--- src/rtl/read_scoreboard.sv ---
// -----------------------------------------------------------------------------
// read_scoreboard
//
// Register-hazard scoreboard for the register-read stage. It keeps a 2-bit
// in-flight write count per architectural register (16 registers). It also
// counts the IMUL special destination. Read is stalled while a source operand
// (or the implicit RSP read of RETQ) has a pending write. Read is also stalled
// when a destination has already reached MAX_PENDING in-flight writes.
//
// Optional feature macro: READ_SCOREBOARD_WB_BYPASS_EN
//   Defined   : a source with exactly one pending write, retiring this cycle,
//               is not a hazard. The register file writes through, so Read
//               sees the retiring value.
//   Undefined : any nonzero count stalls. Write-back only counts after the edge.
//
// Ports
//   clk, reset                   core clock, synchronous active-high reset
//   flushIn                      clears all pending counts on the next edge
//   issueValidIn                 Read stage holds a decoded instruction
//   sourceReg{1,2}In/ValidIn     source operands
//   opcodeLengthIn, opcodeIn     used to detect RETQ (implicit RSP read)
//   destRegIn/ValidIn            primary destination
//   destRegisterSpecial*In       second destination (IMUL RDX)
//   wbValidIn, wbReg*In          retiring destinations from write-back
//   readStallOut                 combinational stall to the Read stage
//   issueAcceptOut               issueValidIn && !readStallOut
//   pendingMaskOut               registered, bit r = count[r] != 0
//   busyOut                      registered OR of pendingMaskOut
//   underflowErrOut              sticky: write-back hit a zero count
// -----------------------------------------------------------------------------
module read_scoreboard #(
    parameter int MAX_PENDING = 3
) (
    input  logic        clk,
    input  logic        reset,
    input  logic        flushIn,
    input  logic        issueValidIn,
    input  logic [0:3]  sourceReg1In,
    input  logic [0:3]  sourceReg2In,
    input  logic        sourceReg1ValidIn,
    input  logic        sourceReg2ValidIn,
    input  logic [0:31] opcodeLengthIn,
    input  logic [0:7]  opcodeIn,
    input  logic [0:3]  destRegIn,
    input  logic        destRegValidIn,
    input  logic [0:3]  destRegisterSpecialIn,
    input  logic        destRegisterSpecialValidIn,
    input  logic        wbValidIn,
    input  logic [0:3]  wbRegIn,
    input  logic        wbRegValidIn,
    input  logic [0:3]  wbSpecialRegIn,
    input  logic        wbSpecialRegValidIn,
    output logic        readStallOut,
    output logic        issueAcceptOut,
    output logic [15:0] pendingMaskOut,
    output logic        busyOut,
    output logic        underflowErrOut
);

    localparam logic [1:0] MAX_CNT = 2'(MAX_PENDING);
    localparam logic [3:0] RSP_REG = 4'd4;

    logic [1:0]  count_q [16];
    logic [1:0]  count_d [16];
    logic [15:0] pend_mask_q;
    logic [15:0] pend_mask_d;
    logic        busy_q;
    logic        busy_d;
    logic        underflow_q;
    logic        underflow_d;

    logic [15:0] dec_s;       // register retires this cycle
    logic [15:0] inc_s;       // register gains an in-flight write this cycle
    logic [15:0] src_busy_s;  // reading this register must wait
    logic [15:0] dst_full_s;  // register has no room for another write
    logic        is_retq_s;
    logic        stall_s;
    logic        accept_s;

    // Retiring registers. Equal reg and special codes collapse to one decrement.
    always_comb begin
        dec_s = 16'h0000;
        for (int r = 0; r < 16; r++) begin
            dec_s[r] = wbValidIn &&
                       ((wbRegValidIn && (wbRegIn == 4'(r))) ||
                        (wbSpecialRegValidIn && (wbSpecialRegIn == 4'(r))));
        end
    end

    // Per-register read hazard and write-saturation status.
    always_comb begin
        src_busy_s = 16'h0000;
        dst_full_s = 16'h0000;
        for (int r = 0; r < 16; r++) begin
`ifdef READ_SCOREBOARD_WB_BYPASS_EN
            // The last outstanding write retiring now is visible through the
            // register-file write-through, so it no longer blocks the read.
            src_busy_s[r] = (count_q[r] != 2'd0) &&
                            !((count_q[r] == 2'd1) && dec_s[r]);
`else
            src_busy_s[r] = (count_q[r] != 2'd0);
`endif
            dst_full_s[r] = (count_q[r] == MAX_CNT);
        end
    end

    assign is_retq_s = (opcodeLengthIn == 32'd1) && (opcodeIn == 8'hC3);

    // Sources stall on any pending write. Destinations stall only when full,
    // because WAW order is preserved by in-order write-back.
    assign stall_s = issueValidIn &&
                     ((sourceReg1ValidIn && src_busy_s[sourceReg1In]) ||
                      (sourceReg2ValidIn && src_busy_s[sourceReg2In]) ||
                      (is_retq_s && src_busy_s[RSP_REG]) ||
                      (destRegValidIn && dst_full_s[destRegIn]) ||
                      (destRegisterSpecialValidIn && dst_full_s[destRegisterSpecialIn]));

    assign accept_s = issueValidIn && !stall_s;

    // New in-flight writes. Equal dest and special codes collapse to one increment.
    always_comb begin
        inc_s = 16'h0000;
        for (int r = 0; r < 16; r++) begin
            inc_s[r] = accept_s &&
                       ((destRegValidIn && (destRegIn == 4'(r))) ||
                        (destRegisterSpecialValidIn && (destRegisterSpecialIn == 4'(r))));
        end
    end

    // Count next-state, pending mask, busy and underflow detection.
    always_comb begin
        underflow_d = underflow_q;
        pend_mask_d = 16'h0000;
        for (int r = 0; r < 16; r++) begin
            count_d[r] = count_q[r];
            case ({inc_s[r], dec_s[r]})
                2'b10: begin
                    if (count_q[r] != MAX_CNT) begin
                        count_d[r] = count_q[r] + 2'd1;
                    end else begin
                        count_d[r] = count_q[r];
                    end
                end
                2'b01: begin
                    if (count_q[r] == 2'd0) begin
                        underflow_d = 1'b1;
                    end else begin
                        count_d[r] = count_q[r] - 2'd1;
                    end
                end
                2'b11: begin
                    // Increment and decrement cancel. A zero count is still an
                    // unmatched write-back.
                    if (count_q[r] == 2'd0) begin
                        underflow_d = 1'b1;
                    end else begin
                        count_d[r] = count_q[r];
                    end
                end
                default: begin
                    count_d[r] = count_q[r];
                end
            endcase
            pend_mask_d[r] = (count_d[r] != 2'd0);
        end
        busy_d = |pend_mask_d;
    end

    // State registers. Reset beats flush, and flush drops same-cycle issue/write-back.
    always_ff @(posedge clk) begin
        if (reset) begin
            for (int r = 0; r < 16; r++) begin
                count_q[r] <= 2'd0;
            end
            pend_mask_q <= 16'h0000;
            busy_q      <= 1'b0;
            underflow_q <= 1'b0;
        end else if (flushIn) begin
            for (int r = 0; r < 16; r++) begin
                count_q[r] <= 2'd0;
            end
            pend_mask_q <= 16'h0000;
            busy_q      <= 1'b0;
            underflow_q <= underflow_q;
        end else begin
            for (int r = 0; r < 16; r++) begin
                count_q[r] <= count_d[r];
            end
            pend_mask_q <= pend_mask_d;
            busy_q      <= busy_d;
            underflow_q <= underflow_d;
        end
    end

    assign readStallOut    = stall_s;
    assign issueAcceptOut  = accept_s;
    assign pendingMaskOut  = pend_mask_q;
    assign busyOut         = busy_q;
    assign underflowErrOut = underflow_q;

endmodule

--- config.mk ---
export PLATFORM = sky130hd
export DESIGN_NAME = read_scoreboard
export DESIGN_NICKNAME = d
export VERILOG_FILES = /design/src/rtl/read_scoreboard.sv
export SDC_FILE = /design/constraint.sdc
export NUM_CORES = 1
export LEC_CHECK = 0
export CORE_ASPECT_RATIO = 1.75
export CORE_MARGIN = 4
export CORE_UTILIZATION = 45
export DETAILED_ROUTE_END_ITERATION = 12
export PLACE_DENSITY = 0.74
export REMOVE_ABC_BUFFERS = 1
export SETUP_SLACK_MARGIN = 0.5
export SYNTH_ARGS = -nofsm -noshare
export SYNTH_HDL_FRONTEND = slang
export SYNTH_SLANG_ARGS = --single-unit
export TNS_END_PERCENT = 50
--- constraint.sdc ---
create_clock -name clk -period 14.2 [get_ports clk]
set_input_delay 3.55 -clock clk [delete_from_list [all_inputs] [get_ports clk]]
set_output_delay 3.55 -clock clk [all_outputs]
set_load 0.01 [all_outputs]
Word-level counts from Yosys, hierarchy flattened
Memory sizes are Yosys's and may differ from the RTL's.
Cells that the tools add are included.
- bitwise operators: 32
- mux-type cells: 128
- reduce and logical (&&, ||, !) cells: 211
- equality and inequality tests: 142
- add/sub/neg operators: 32
- $lt $le $gt $ge: 4
- operators by type and width (cell ; number):
    $eq A4 B4 Y1 const B ; 32
    $mux W2 ; 64
    $logic_and A1 B1 Y1 ; 104
    $eq A2 B2 Y1 const B ; 48
    $eq A4 B3 Y1 const B ; 16
    $pmux W2 S2 ; 16
    $reduce_bool A2 Y1 ; 32
    $mux W1 ; 44
    $logic_or A1 B1 Y1 ; 36
    $reduce_or A2 Y1 ; 17
    $add A2 B1 Y2 const B ; 16
    $eq A2 B1 Y1 const B ; 16
    $eq A32 B1 Y1 const B ; 1
    $eq A4 B2 Y1 const B ; 8
    $logic_not A2 Y1 ; 16
    $ne A2 B2 Y1 const B ; 16
    $or A1 B1 Y1 ; 32
    $sub A2 B1 Y2 const B ; 16
    $lt A4 B5 Y1 const B ; 4
    $bmux W1 S4 ; 4
    $eq A4 B1 Y1 const B ; 4
    $logic_not A4 Y1 ; 4
    $reduce_or A16 Y1 ; 1
    $eq A8 B8 Y1 const B ; 1
    $logic_not A1 Y1 ; 1
- word-level logic and storage cells: 553
- input bits: 75
- register bits after elaboration: 18
- output and inout bits: 20
- bits in writable memories: 32
- memories: 1
- memories (memory ; depth ; bits a word ; read ports ; clocked after Yosys merged registers in ; write ports ; RTL line ; text):
    count_q ; 16 ; 2 ; 16 ; 0 ; 16 ; 63 ; logic [1:0] count_q [16];

Longest topological paths before layout
- depth after elaboration: 45
- gate-level depth with buffers: 16

Worst setup path before layout
OpenSTA, ideal clock, no wires.
- path type: input -> output
- start point: input port sourceReg1In[1] in the netlist's numbering
- end point: output port issueAcceptOut
- arrival: 5088 ps
- setup slack: 5562 ps
- data required time: 10650 ps
- stages: 7
- buffers on the path: 3
- path through: clkbuf_1 > mux4_2 > o2111ai_1 > nand4_1 > and4_1 > buf_4 > buf_4
- longest elaborated chain between the ends: 10
- ends and longest elaborated chain (what ; RTL line ; text):
    start: declaration ; 38 ; input logic [0:3] sourceReg1In,
    $bmux W1 S4 ; 112 ; ((sourceReg1ValidIn && src_busy_s[sourceReg1In]) ||
    $mux W1 (not written as such) ; 112 ;
    $logic_and A1 B1 Y1 ; 112 ;
    $logic_or A1 B1 Y1 ; 112 ;
    $logic_or A1 B1 Y1 ; 113 ; (sourceReg2ValidIn && src_busy_s[sourceReg2In]) ||
    $logic_or A1 B1 Y1 ; 114 ; (is_retq_s && src_busy_s[RSP_REG]) ||
    $logic_or A1 B1 Y1 ; 115 ; (destRegValidIn && dst_full_s[destRegIn]) ||
    $logic_and A1 B1 Y1 ; 111 ; assign stall_s = issueValidIn &&
    $logic_not A1 Y1 ; 118 ; assign accept_s = issueValidIn && !stall_s;
    $logic_and A1 B1 Y1 ; 118 ;
    end: declaration ; 54 ; output logic issueAcceptOut,
No other way between the ends. The select of a mux whose other input is x is not followed.

Worst setup path after layout
- start point: input port sourceReg2In[3] in the netlist's numbering
- end point: output port issueAcceptOut
- longest elaborated chain between the ends: 10
- ends and longest elaborated chain (what ; RTL line ; text):
    start: declaration ; 39 ; input logic [0:3] sourceReg2In,
    $bmux W1 S4 ; 113 ;
    $mux W1 (not written as such) ; 113 ;
    $logic_and A1 B1 Y1 ; 113 ;
    $logic_or A1 B1 Y1 ; 112 ;
    $logic_or A1 B1 Y1 ; 113 ;
    $logic_or A1 B1 Y1 ; 114 ;
    $logic_or A1 B1 Y1 ; 115 ;
    $logic_and A1 B1 Y1 ; 111 ;
    $logic_not A1 Y1 ; 118 ;
    $logic_and A1 B1 Y1 ; 118 ;
No other way between the ends. The select of a mux whose other input is x is not followed.

==> flow_summary.toml <==
[timing]
finalSetupViolations = 0
timing.hold.ws_ns = 0.557
tns_ns = 0
slew_viol_final = 0
fin_crit_sh_pct = 68.5
slew_headroom_pct = 18.2
rsz0062_at_grt = "false"
skew_ns = 0.0104
max_freq_mhz = 103
max_slew.worst_pin.slew_ns = 1.22
fin_crit_ns = 9.73
hold_viol = 0

[placed_design]
portBuffers = 94
dpl.hpwl_um = 13200
place.gp.congestion = 0.980

[synthesis]
syn_inst = 586
yosys.area_share.simple_pct = 32.9
synth_ff_type = "edfxtp_1"
syn_avg_cell_area_um2 = 8.16
async_reset_ff_share_pct = 0
synth.area.top_cells = "edfxtp_1 19%, dfxtp_1 8.4%, ha_1 8.4%"
synth_edf_count = 30
ys_types = 59
ys_seq_elements = 50
synth.top_cell.area_share_pct = 18.8
synth_top_family_by_area = "simple AND/OR/NAND/NOR gates"
syn-cell-area_um2 = 4780
synth-seq-area-share_pct = 27.2
yosys.area.top_type = "edfxtp_1"
synth_fa_ha_area_share_pct = 8.37
synth-xor-area-share_pct = 0
synth_compound_area_share_pct = 20.5
synth_mux_area_share_pct = 6.10
ys_warn_count = 0

[drt]
drc = 0
vias = 5005
drtIter0Drc = 352
first_pass_iters = 5
postRouteAntennaNets = 0
wl_per_cell_um = 19.7
drt-total-wl_um = 16200
via_per_inst = 6.07

[setup_path]
slowest_delay_ns = 0.62
critPathLaunchType = "primary input"
crit_path_end_kind = "output pin"
cpMostUsedCell = "clkdlybuf4s50_1"
crit_required_ns = 10.65
cp_slowest_cell = "clkdlybuf4s50_1"
worst-setup-path-type = "in2out"
path_buf_inv = 2
crit_cells = 7
r2r_cells = 14
crit_chain = "clkdlybuf4s50_1 > or4_1 > nand3_1 > a221oi_2 > nor4b_2 > and4_1 > clkdlybuf4s50_1"
cp_top_family = "simple AND/OR/NAND/NOR gates"
rr_startpoint = "count_q[0][8]"
crit_path_max_fanout = 12
cp.arrival_ns = 6.18
crit_path_start = "sourceReg2In[3]"

[clock_network]
cts-resized-gates = 0
clockBufferDepth = 2
post_cts_buffers = 0
cts_tree = "built"
clock_latency_ns = 0.30
clock-sinks = 50
cts_buffers = 5
clockRootBuffer = "clkbuf_16"
holdBufCountCts = 0
clkTransAtPathRegs_ns = 0.07
cts.htree.levels = 2

[die]
fp.dieW_um = 85.9
start_util_pct = 46.2
ioPinCount = 95
core_um2 = 10400
die-area_um2 = 12400
die-height_um = 144
rows = 49

[grt]
track_usage_pct = 26.4
grt_pass1_wl_um = 25400
grt_max_degree = 33
grt_overflow_total = 0
antenna_found_initial = 0
grt_pass1_vias = 4956

[power_and_ir_drop]
power_density_nw_per_um2 = 64.9
p_leak_uw = 0.00220
irDropWorstVdd_uv = 44.8

[final_layout]
nets = 804
ff_latch_area_um2 = 1300
syn2layout_area_growth_pct = 26.1
diodes = 0
multi_input_area_um2 = 3360
fillers = 963
drive_gt1_share_pct = 6.45

[flow_run]
drv_cap = 0

[worst_hold_path]
hold_class = "reg2reg"
min-delay-start = "underflowErrOut"
holdPathStages = 2

[run_status]
status = "finished, final reports clean"
cell type report:
cell class                      count  area share [%]
Clock buffer                        5            2.07
Clock inverter                      3           0.394
Inverter                           31            1.93
Multi-Input combinational cell    514            55.7
Sequential cell                    50            21.6
Tap cell                          127            2.63
Timing Repair Buffer               95            15.7
flip-flops by register name, summed over array words and instances, names as in the netlist:
register	cells
busyOut	1
count_q	32
underflowErrOut	1
pendingMaskOut	16
kinds of logic (layout without fill, tap and decap cells):
family / after synthesis / after routing
other: 1 / 30
adder cells (fa/ha/maj): 32 / 32
flip-flops: 50 / 50
AO/OA/AOI/OAI: 148 / 148
AND/OR/NAND/NOR: 288 / 288
multiplexers: 16 / 16
buffers and inverters: 51 / 134
layout by cell type, fill, tap and decap left out, drive strengths merged, types with 4 or more instances in the layout:
cell / n
o21ai: 48
nand4b: 4
nand4: 6
dfxtp: 20
and2: 48
nor3: 8
inv: 32
nor2b: 16
a21oi: 19
o22ai: 27
a221o: 11
clkbuf: 5
nor2: 33
clkdlybuf4s50: 94
a221oi: 5
nor4: 11
edfxtp: 30
nor4b: 4
mux2: 5
o32ai: 5
nand2: 75
nand3: 16
nand2b: 28
or2: 15
nand3b: 11
conb: 30
mux4: 10
a31oi: 4
o211ai: 4
ha: 32
layer usage:
metal | global-route usage (%) | vias to the layer above | share of wire (%)
met1 | 29.7 | 2385 | 38
met5 | 0 | - | 0
met4 | 14.8 | 0 | 5.5
li1 | - | 2361 | -
met3 | 2.74 | 58 | 4.8
met2 | 47.8 | 201 | 52
power breakdown:
group / internal (µW) / switching (µW)
Combinational: 48.7 / 48.2
Sequential: 162 / 9.22
Clock: 66.0 / 57.9
tightest hold or removal path, stage by stage (launching register included):
cell      delay (ns)
dfxtp_1         0.34
nor2b_1         0.12
a311oi_1        0.05
final timing paths:
| path | end | slack, ns |
|---|---|---|
| worst max-delay path | issueAcceptOut | 4.47 |
| worst min-delay path | underflowErrOut | 0.56 |
| worst max register to register | busyOut | 9.53 |
| worst min register to register | underflowErrOut | 0.56 |
synth_stat cells (3+ instances only):
cell type / n
nand2_1: 75
and2_1: 48
o21ai_0: 48
nor2_1: 33
ha_1: 32
edfxtp_1: 30
inv_1: 30
nand2b_1: 28
o22ai_1: 27
dfxtp_1: 20
a21oi_1: 19
nand3_1: 16
nor2b_1: 16
or2_2: 15
a221o_1: 11
nand3b_1: 11
nor4_1: 11
mux4_2: 10
buf_2: 8
nor3_1: 8
clkbuf_1: 7
nand4_1: 6
mux2_2: 5
o32ai_1: 5
a221oi_1: 4
a31oi_1: 4
nand4b_1: 4
o211ai_1: 4
buf_6: 3
nor4b_1: 3
or3b_2: 3
or4_1: 3
stage by stage:
step	utilization [%]	setup slack [ns]	power [µW]	area (µm²)	std cells
2_1_floorplan	-	5.52	216	4780	595
3_3_place_gp	56.8	4.56	267	5880	817
3_5_place_dp	56.8	4.54	269	5880	817
4_1_cts	58.2	4.52	394	6030	825
5_1_grt	58.2	4.38	408	6030	825
6_report	58.2	4.47	392	6030	825
Power figures use the tool's default switching activity.
